$ cat src/rtl/fifo_sync_reader_pkg.sv
// Shared definitions for the delayed-word reader: default sizing and FSM state encoding.
package fifo_sync_reader_pkg;

    localparam int unsigned FIFO_WIDTH_DEF = 8;
    localparam int unsigned DEPTH_DEF      = 4;

    typedef enum logic {
        ST_IDLE = 1'b0,
        ST_ACK  = 1'b1
    } rd_state_t;

endpackage

$ cat src/rtl/fifo_sync_reader_rd_buf_fifo.sv
// DEPTH x FIFO_WIDTH buffer with first-word-fall-through read and a separate level counter.
module rd_buf_fifo
    import fifo_sync_reader_pkg::*;
#(
    parameter  int unsigned FIFO_WIDTH = FIFO_WIDTH_DEF,
    parameter  int unsigned DEPTH      = DEPTH_DEF,
    localparam int unsigned ADDR_W     = $clog2(DEPTH)
) (
    input  logic                  clk_i,
    input  logic                  rst_i,
    input  logic                  push_i,
    input  logic [FIFO_WIDTH-1:0] wdata_i,
    input  logic                  pop_i,
    output logic                  full_o,
    output logic                  empty_o,
    output logic [FIFO_WIDTH-1:0] rdata_o,
    output logic [ADDR_W:0]       level_o
);

    localparam logic [ADDR_W:0] LEVEL_FULL = (ADDR_W + 1)'(DEPTH);

    logic [FIFO_WIDTH-1:0] mem_q [DEPTH];
    logic [ADDR_W-1:0]     wr_ptr_q, wr_ptr_d;
    logic [ADDR_W-1:0]     rd_ptr_q, rd_ptr_d;
    logic [ADDR_W:0]       level_q, level_d;
    logic                  do_push, do_pop;

    // Full/empty come from the registered level, so a pop cannot free a slot for a same-cycle push.
    assign full_o  = (level_q == LEVEL_FULL);
    assign empty_o = (level_q == '0);
    assign do_push = push_i && !full_o;
    assign do_pop  = pop_i && !empty_o;
    assign rdata_o = mem_q[rd_ptr_q];
    assign level_o = level_q;

    always_comb begin
        wr_ptr_d = wr_ptr_q;
        rd_ptr_d = rd_ptr_q;
        level_d  = level_q;
        if (do_push) begin
            wr_ptr_d = wr_ptr_q + ADDR_W'(1);
        end
        if (do_pop) begin
            rd_ptr_d = rd_ptr_q + ADDR_W'(1);
        end
        case ({do_push, do_pop})
            2'b10:   level_d = level_q + (ADDR_W + 1)'(1);
            2'b01:   level_d = level_q - (ADDR_W + 1)'(1);
            default: level_d = level_q;
        endcase
    end

    always_ff @(posedge clk_i) begin
        if (rst_i) begin
            wr_ptr_q <= '0;
            rd_ptr_q <= '0;
            level_q  <= '0;
        end else begin
            wr_ptr_q <= wr_ptr_d;
            rd_ptr_q <= rd_ptr_d;
            level_q  <= level_d;
        end
    end

    always_ff @(posedge clk_i) begin
        if (do_push) begin
            mem_q[wr_ptr_q] <= wdata_i;
        end
    end

endmodule

$ cat src/rtl/fifo_sync_reader.sv
// Consumer end of the delayed-word interface: captures data/data_rd words, acks with
// a one-cycle data_use pulse, and buffers them for a valid/ready sink.
module fifo_sync_reader
    import fifo_sync_reader_pkg::*;
#(
    parameter  int unsigned FIFO_WIDTH = FIFO_WIDTH_DEF,
    parameter  int unsigned DEPTH      = DEPTH_DEF,
    localparam int unsigned ADDR_W     = $clog2(DEPTH)
) (
    input  logic                  clk,
    input  logic                  rst,
    input  logic [FIFO_WIDTH-1:0] data_i,
    input  logic                  data_rd,
    output logic                  data_use,
    output logic                  m_valid,
    output logic [FIFO_WIDTH-1:0] m_data,
    input  logic                  m_ready,
    output logic [ADDR_W:0]       level_o,
    output logic [15:0]           words_o,
    output logic                  stall_o
);

    rd_state_t   state_q;
    logic        data_use_q;
    logic [15:0] words_q;
    logic        full_w, empty_w, capture_w;

    // The ACK cycle ignores data_rd: the producer still shows the word just taken.
    assign capture_w = (state_q == ST_IDLE) && data_rd && !full_w;
    assign stall_o   = !rst && (state_q == ST_IDLE) && data_rd && full_w;

    assign data_use = data_use_q;
    assign words_o  = words_q;
    assign m_valid  = !empty_w;

    always_ff @(posedge clk) begin
        if (rst) begin
            state_q    <= ST_IDLE;
            data_use_q <= 1'b0;
            words_q    <= '0;
        end else begin
            case (state_q)
                ST_IDLE: begin
                    if (capture_w) begin
                        words_q    <= words_q + 16'd1;
                        data_use_q <= 1'b1;
                        state_q    <= ST_ACK;
                    end
                end
                ST_ACK: begin
                    data_use_q <= 1'b0;
                    state_q    <= ST_IDLE;
                end
            endcase
        end
    end

    rd_buf_fifo #(
        .FIFO_WIDTH (FIFO_WIDTH),
        .DEPTH      (DEPTH)
    ) u_buf (
        .clk_i   (clk),
        .rst_i   (rst),
        .push_i  (capture_w),
        .wdata_i (data_i),
        .pop_i   (m_ready),
        .full_o  (full_w),
        .empty_o (empty_w),
        .rdata_o (m_data),
        .level_o (level_o)
    );

endmodule

$ cat config.mk
export PLATFORM = sky130hd
export DESIGN_NAME = fifo_sync_reader
export DESIGN_NICKNAME = d
export VERILOG_FILES = /design/src/rtl/fifo_sync_reader_pkg.sv /design/src/rtl/fifo_sync_reader_rd_buf_fifo.sv /design/src/rtl/fifo_sync_reader.sv
export SDC_FILE = /design/constraint.sdc
export NUM_CORES = 1
export LEC_CHECK = 0
export CAP_MARGIN = 20
export CORE_MARGIN = 8
export CORE_UTILIZATION = 45
export CTS_BUF_LIST = sky130_fd_sc_hd__clkbuf_8
export CTS_CLUSTER_SIZE = 20
export DETAILED_ROUTE_END_ITERATION = 16
export PLACE_DENSITY = 0.7
export SLEW_MARGIN = 10
export SYNTH_ARGS = -nofsm -noshare
export SYNTH_HDL_FRONTEND = slang
export SYNTH_SLANG_ARGS = --single-unit
$ cat constraint.sdc
create_clock -name clk -period 3.3 [get_ports clk]
set_input_delay 0.33 -clock clk [delete_from_list [all_inputs] [get_ports clk]]
set_output_delay 0.33 -clock clk [all_outputs]
set_load 0.02 [all_outputs]
Yosys cells after proc, flatten, opt, wreduce, memory -nomap -nowiden

Memory sizes are Yosys's and may differ from the RTL's. A register that Yosys moved wholly into a read port is not among the register bits.
Cells that the tools add are included.

RAM bits: 32
Memories kept: 1
Output and inout port bits: 30
Input port bits: 12
Register bits: 25
Word-level logic and storage cells: 39

Add/subtract/negate cells: 5
Mux-type cells: 9
Equality and inequality tests: 4
Bitwise gates (word level): 1
Reductions and logical operators: 13

Memories:

| name        | depth | bits a word | rd ports | clocked after Yosys merged registers in | write ports | RTL line                           | text |
|---|---|---|---|---|---|---|---|
| u_buf.mem_q | 4     | 8           | 1        | 1                                       | 1           | fifo_sync_reader_rd_buf_fifo.sv:22 | `logic [FIFO_WIDTH-1:0] mem_q [DEPTH];` |

Operators with widths:

| operator              | count |
|---|---|
| $add 16x1->16 const B | 1 |
| $logic_and 1x1->1     | 7 |
| $pmux 3 s2            | 1 |
| $add 2x1->2 const B   | 2 |
| $mux 1                | 4 |
| $mux 2                | 2 |
| $pmux 1 s2            | 2 |
| $add 3x1->3 const B   | 1 |
| $eq 3x3->1 const B    | 1 |
| $logic_not 1->1       | 3 |
| $logic_not 3->1       | 1 |
| $sub 3x1->3 const B   | 1 |
| $eq 2x1->1 const B    | 1 |
| $eq 2x2->1 const B    | 1 |
| $ne 2x1->1 const B    | 1 |
| $reduce_and 2->1      | 1 |
| $reduce_bool 2->1     | 1 |
| $not 1->1             | 1 |

Longest topological paths before layout

Gate-level depths: netlist (run 1).

Depth in word-level cells: 6
Depth in mapped cells: 9
Depth with buffers taken out: 9

Hierarchy

Synthesis (run 1) repeated with hierarchy kept, for this count alone.

Cells, all modules: 188
Area total of the unflattened synthesis: 2426.1 um2

By module, submodules not included:

| module           | sequential area each (um2) | area each (um2) | cells an instance | times used |
|---|---|---|---|---|
| rd_buf_fifo      | 1141.1                     | 1635.3          | 96                | 1 |
| fifo_sync_reader | 360.3                      | 790.8           | 92                | 1 |

Worst setup path after synthesis (run 1)

No wires, ideal clock.

Path kind: register to register
Start: reg u_buf.level_q[2], in the netlist u_buf.level_o[2]
End: reg u_buf.level_q[2], in the netlist u_buf.level_o[2]
Setup slack: 811 ps
Stages on the path, launching flop included: 10
Arrival time: 2419 ps
Data required time: 3230 ps
Path buffers: 0
Setup time: 70 ps
Clock period less this slack: 2489 ps
Path through: dfxtp_1 > nor3b_1 > nor2_1 > inv_1 > ha_1 > inv_1 > fa_1 > xor2_1 > or3_1 > a21oi_1

Longest elaborated chain between the ends: 6
Elaborated cells between the ends (all ways): 13
Those cells by class: add/sub (2); eq/ne (3); mux (1); reduce/logical (7)

RTL lines:

| element                                         | RTL line                                                   | text |
|---|---|---|
| start, declared                                 | fifo_sync_reader_rd_buf_fifo.sv:25                         | `logic [ADDR_W:0] level_q, level_d;` |
| start signal, assigned                          | fifo_sync_reader_rd_buf_fifo.sv:61                         | `level_q <= level_d;` |
| $eq 3x3->1                                      | fifo_sync_reader_rd_buf_fifo.sv:29                         | `assign full_o = (level_q == LEVEL_FULL);` |
| $logic_not 1->1                                 | fifo_sync_reader_rd_buf_fifo.sv:31, fifo_sync_reader.sv:29 |  |
| $logic_and 1x1->1                               | fifo_sync_reader.sv:29                                     | `assign capture_w = (state_q == ST_IDLE) && data_rd && !full_w;` |
| $logic_and 1x1->1                               | fifo_sync_reader_rd_buf_fifo.sv:31                         | `assign do_push = push_i && !full_o;` |
| $eq 2x1->1 or $eq 2x2->1 (tied branches)        | fifo_sync_reader_rd_buf_fifo.sv:46                         | `case ({do_push, do_pop})` |
| $pmux 3 s2 or $reduce_bool 2->1 (tied branches) | --                                                         |  |

Several ways; a longest one is shown, not always the timed one.
A chain may end at the register's enable or synchronous reset.

Worst setup path after layout (run 1)

Same ends and word-level chain as after synthesis.

==> flow_summary.yaml, run 1 <==
route:
  drt_iter0_drc: 62
  drt-pass1-iter-count: 4
  vias: 1570
  routedWlPerCell_um: 15.1
  viasPerCell: 5.10
  drc_errors: 0
  antenna_left: 0
  routed_wl_um: 4660
sta:
  slew_headroom_pct: 62.0
  fin_setup_tns_ns: 0
  slew_viol_final: 0
  min_period_ns: 2.65
  setup_ws_ns: 0.648
  tightest_slew_ns: 0.568
  hold_viol_final: 0
  min_period_over_period_pct: 80.4
  rsz0062_at_grt: "false"
  setup_viol: 0
  finClkSkew_ns: 0.00775
  fmax_ghz: 0.377
placement:
  dpl_cell_area_mm2: 0.00287
  place_ws_ns: 0.660
  dp_cells: 292
  io_buffer_count: 41
  dp_hpwl_um: 3280
  place_congestion: 0.761
finish:
  stdcell_count: 308
  final_area_mm2: 0.00310
  diodes: 0
  drive_gt1_share_pct: 11.3
  areaGrowthSynthToFinish_pct: 29.1
  nets: 252
clock_tree:
  clkTransAtPathRegs_ns: 0.07
  cts_tree: "done"
  clockRootBuffer: "clkbuf_8"
  cts_buffers: 9
  cts_num_sinks: 59
  cts_hold_buf: 0
  clk_latency_ns: 0.33
  cts_buffer_depth: 2
  cts_setup_buffers: 0
  cts_resized: 0
  cts_max_level: 3
worst_setup_path:
  worstPathArrival_ns: 2.92
  path_class: "register to register"
  startpoint_type: "register"
  cp.required_ns: 3.56
  critPathMaxFanout: 7
  cp-end-kind: "register"
global_route:
  antenna_found_initial: 0
  grt_pass1_wl_um: 7630
  gr-total-overflow: 0
  grt_max_degree: 28
  grt_pass1_vias: 1592
  grtUsageTotal_pct: 12.9
logic_synthesis:
  synth_edf_count: 32
  synth_area_leaders: "edfxtp_1 (40%), dfxtp_1 (23%), mux4_2 (7.5%), ha_1 (3.1%), nor2_1 (2.8%)"
  synthMuxAreaShare_pct: 7.98
  synth_top_family_by_area: "simple AND/OR/NAND/NOR gates"
  syn_avg_cell_area_um2: 12.8
  yosys.area_share.simple_pct: 13.7
  async_flop_share_pct: 0
  synthAdderAreaFrac_pct: 3.96
  synthXorXnorAreaFrac_pct: 4.38
  synth.distinct_cells: 32
  synth_ff_type: "edfxtp_1"
  ys_seq_area_share_pct: 62.6
  synth_top_area_share_pct: 40.1
  yosys.area.top_type: "edfxtp_1"
  synth-compound-area-share_pct: 4.64
  synth.cell_area_mm2: 0.00240
  synth_seq_cells: 59
  synth_nets: 207
  yosysWarnings: 0
  synthCells: 188
min_path:
  holdCritPathClass: "register to register"
die:
  die-area_mm2: 0.00792
  io-pin-count: 42
  fp.coreArea_mm2: 0.00514
  die_y_um: 89.0
  start_util_pct: 46.7
  row_count: 26
  fp.dieW_um: 89.0
outcome:
  status: "finished clean"
pwr:
  p_per_area_mw_per_mm2: 728
  leakage_nw: 1.04
  total_power_mw: 2.25
  peakVddDrop_mv: 0.423
job:
  max-cap-violations: 0
[cells in the mapped netlist, types with 5 or more instances]
master,instances
a21oi_1,12
clkbuf_1,5
dfxtp_1,27
edfxtp_1,32
ha_1,6
inv_1,9
mux4_2,8
nand2_1,10
nor2_1,18
o21ai_0,7
or3_1,8
xnor2_1,7
xor2_1,5
[path summary, 6_finish.rpt]
check,from,to,slack (ns),depth (start not counted)
max,u_buf.level_o[2],u_buf.level_o[2],0.65,9
min,data_use,data_use,0.48,2
max reg2reg,u_buf.level_o[2],u_buf.level_o[2],0.65,9
min reg2reg,data_use,data_use,0.48,2
[flip-flops by register name, summed over array words and instances (netlist names), named ones only]
name / count
data_use: 1
state_q: 1
u_buf.level_o: 3
u_buf.mem_q: 32
u_buf.rd_ptr_q: 2
u_buf.wr_ptr_q: 2
words_o: 16
[critical path: stages (launching register included)]
cell and delay [ns]:
dfxtp_1 0.41, nor3b_1 0.52, nor2_1 0.23, inv_1 0.18, ha_1 0.21, inv_1 0.06, fa_1 0.38, xor2_1 0.16
or3_1 0.30, a21oi_1 0.14
[stage by stage]
stage / hold slack [ns] / utilization (%)
2_1_floorplan: 0.429 / -
3_3_place_gp: 0.468 / 55.9
3_5_place_dp: 0.476 / 55.9
4_1_cts: 0.488 / 60.2
5_1_grt: 0.499 / 60.2
6_report: 0.482 / 60.2
[cell usage in the layout, fill, tap and decap left out, types with 2 or more instances in the layout]
| cell type | n |
|---|---|
| nand4_1 | 4 |
| ha_1 | 6 |
| edfxtp_1 | 32 |
| nor2b_1 | 2 |
| clkdlybuf4s50_1 | 41 |
| inv_1 | 9 |
| nor2_1 | 18 |
| mux4_2 | 8 |
| o21ai_0 | 7 |
| xnor2_1 | 7 |
| nor3_1 | 2 |
| dfxtp_1 | 27 |
| nand2b_1 | 2 |
| and3_1 | 4 |
| or3_1 | 8 |
| or4_1 | 3 |
| a21oi_1 | 12 |
| clkinv_4 | 3 |
| nand3_1 | 4 |
| xor2_1 | 5 |
| clkbuf_8 | 9 |
| bufinv_16 | 2 |
| nand2_1 | 10 |
[layer usage]
layer / share of wire (%) / GRT usage (%) / up-vias / wire length [um]
li1: - / - / 775 / -
met1: 44 / 14.2 / 751 / 2050
met2: 48 / 21.1 / 34 / 2240
met3: 5.5 / 5.15 / 10 / 258
met4: 2.4 / 6.50 / 0 / 112
met5: 0 / 0 / - / 0
[cells by family after synthesis]
logic type	count (synthesis)
simple gates	63
flops	59
compound gates	21
buf+inv	17
xor+xnor	12
mux	9
fa+ha+maj	7
[power by group]
part	switching (mW)	internal, mW	leakage (nW)	total [mW]
clock network	0.299	0.430	0.114	0.729
logic	0.284	0.296	0.413	0.580
registers	0.0850	0.859	0.512	0.944
[cell type report]
cell class / instances / area, um2
clock buffers: 9 / 124
clock inverters: 7 / 100
fillers: 432 / 2040
inverters: 9 / 33.8
multi-input cells: 112 / 832
flip-flops and latches: 59 / 1500
well taps: 70 / 87.6
repair buffers: 42 / 418
Power figures use the tool's default switching activity.
==> run 2: changes to the inputs <==
==> constraint.sdc (replaced) <==
create_clock -name clk -period 2.7 [get_ports clk]
set_input_delay 0.27 -clock clk [delete_from_list [all_inputs] [get_ports clk]]
set_output_delay 0.27 -clock clk [all_outputs]
set_load 0.02 [all_outputs]
==> flow_summary.yaml, run 2 (synthesis gave the netlist of run 1 again) <==
min_path:
  hold_start: "words_o[15]"
  holdCritPathClass: "register to register"
  whs_endpoint: "words_o[15]"
  min_path_cells: 2
finish:
  regMostFlops: "u_buf.mem_q"
  diodes: 0
  nets: 253
  post-route-util_pct: 59.9
  layout_commonest_cell: "clkdlybuf4s50_1"
  final_cell_mix: "clkdlybuf4s50_1 (41), edfxtp_1 (32), dfxtp_1 (27)"
  drive_gt1_share_pct: 11.7
  stdcell_count: 309
  areaGrowthSynthToFinish_pct: 28.3
  final_area_mm2: 0.00308
  largest_reg_flops: 32
route:
  routed_wl_um: 4750
  drt_iter0_drc: 120
  routedWlPerCell_um: 15.4
  antenna_left: 0
  drt-pass1-iter-count: 4
  vias: 1588
  viasPerCell: 5.14
  drc_errors: 0
die:
  io-pin-count: 42
  die_y_um: 89.0
  row_count: 26
  start_util_pct: 46.7
  fp.dieW_um: 89.0
  die-area_mm2: 0.00792
  fp.coreArea_mm2: 0.00514
sta:
  slew_viol_final: 0
  setup_viol: 0
  hold_viol_final: 0
  min_period_over_period_pct: 90.7
  fmax_ghz: 0.408
  fin_setup_tns_ns: 0
  tightest_slew_ns: 0.524
  setup_ws_ns: 0.252
  min_period_ns: 2.45
  finClkSkew_ns: 0.0101
  whs_ns: 0.490
  slew_headroom_pct: 65.0
  rsz0062_at_grt: "false"
global_route:
  grt_pass1_vias: 1602
  gr-total-overflow: 0
  grt_max_degree: 28
  grtUsageTotal_pct: 13.3
  grt_pass1_wl_um: 7810
  antenna_found_initial: 0
pwr:
  leakage_nw: 1.03
  total_power_mw: 2.65
  peakVddDrop_mv: 0.510
  p_per_area_mw_per_mm2: 860
worst_setup_path:
  cp.required_ns: 2.43
  crit-reg2reg-launch: "u_buf.level_o[2]"
  ff2ff_path_depth: 9
  path_class: "register to output port"
  critPathLaunch: "u_buf.level_o[2]"
  worstPathArrival_ns: 2.18
  cp-end-kind: "output port"
  startpoint_type: "register"
  critPathMaxFanout: 7
  r2r_end: "u_buf.level_o[2]"
  r2r_setup_slack_ns: 0.40
placement:
  place_congestion: 0.851
  dp_hpwl_um: 3260
  dp_cells: 293
  io_buffer_count: 41
  dpl_cell_area_mm2: 0.00288
  place_ws_ns: 0.240
clock_tree:
  cts_resized: 0
  clk_latency_ns: 0.33
  clockRootBuffer: "clkbuf_8"
  cts_buffer_depth: 2
  cts_hold_buf: 0
  cts_tree: "done"
  cts_num_sinks: 59
  cts_buffers: 9
  clkTransAtPathRegs_ns: 0.06
  cts_setup_buffers: 0
  cts_max_level: 3
outcome:
  status: "finished clean"
job:
  max-cap-violations: 0
run 2: worst max-delay path, stage by stage (launching register included):
cell and delay [ns]:
dfxtp_1 0.41, or3b_2 0.56, nor3_1 0.23, clkdlybuf4s50_1 0.65
run 2: final cells by class:
cell class,count,area (um2)
flip-flops and latches,59,1500
clock inverters,7,67.6
clock buffers,9,124
well taps,70,87.6
multi-input cells,112,837
fillers,444,2060
repair buffers,43,425
inverters,9,33.8
run 2: worst max path at each step:
stage,endpoint,slack (ns),cells past startpoint
2_1_floorplan,u_buf.level_o[2],0.21,9
3_3_place_gp,u_buf.level_o[2],0.33,9
3_5_place_dp,u_buf.level_o[2],0.24,9
4_1_cts,u_buf.level_o[2],0.20,9
5_1_grt,stall_o,0.14,3
6_report,stall_o,0.25,3
run 2: where the power goes:
| part | switching [mW] | leakage (nW) | internal [mW] |
|---|---|---|---|
| sequential | 0.103 | 0.512 | 1.05 |
| clock | 0.354 | 0.0931 | 0.422 |
| combinational | 0.350 | 0.422 | 0.366 |
run 2: per-layer routing:
layer | part of all wire [%] | vias up | global-route usage (%)
met5 | 0 | - | 0
met4 | 1.5 | 0 | 8.46
met3 | 5.8 | 7 | 4.41
met2 | 49 | 37 | 21.0
met1 | 44 | 771 | 15.2
li1 | - | 773 | -
==> run 3: changes to the inputs <==
--- a/config.mk
+++ b/config.mk
@@ -8,7 +8,7 @@
 export CAP_MARGIN = 20
 export CORE_MARGIN = 8
 export CORE_UTILIZATION = 45
-export CTS_BUF_LIST = sky130_fd_sc_hd__clkbuf_8
+export CTS_BUF_LIST = sky130_fd_sc_hd__clkbuf_4 sky130_fd_sc_hd__clkbuf_8
 export CTS_CLUSTER_SIZE = 20
 export DETAILED_ROUTE_END_ITERATION = 16
 export PLACE_DENSITY = 0.7
==> results of run 3 <==
No change in the layout: final DEF, timing and power equal those of run 2.
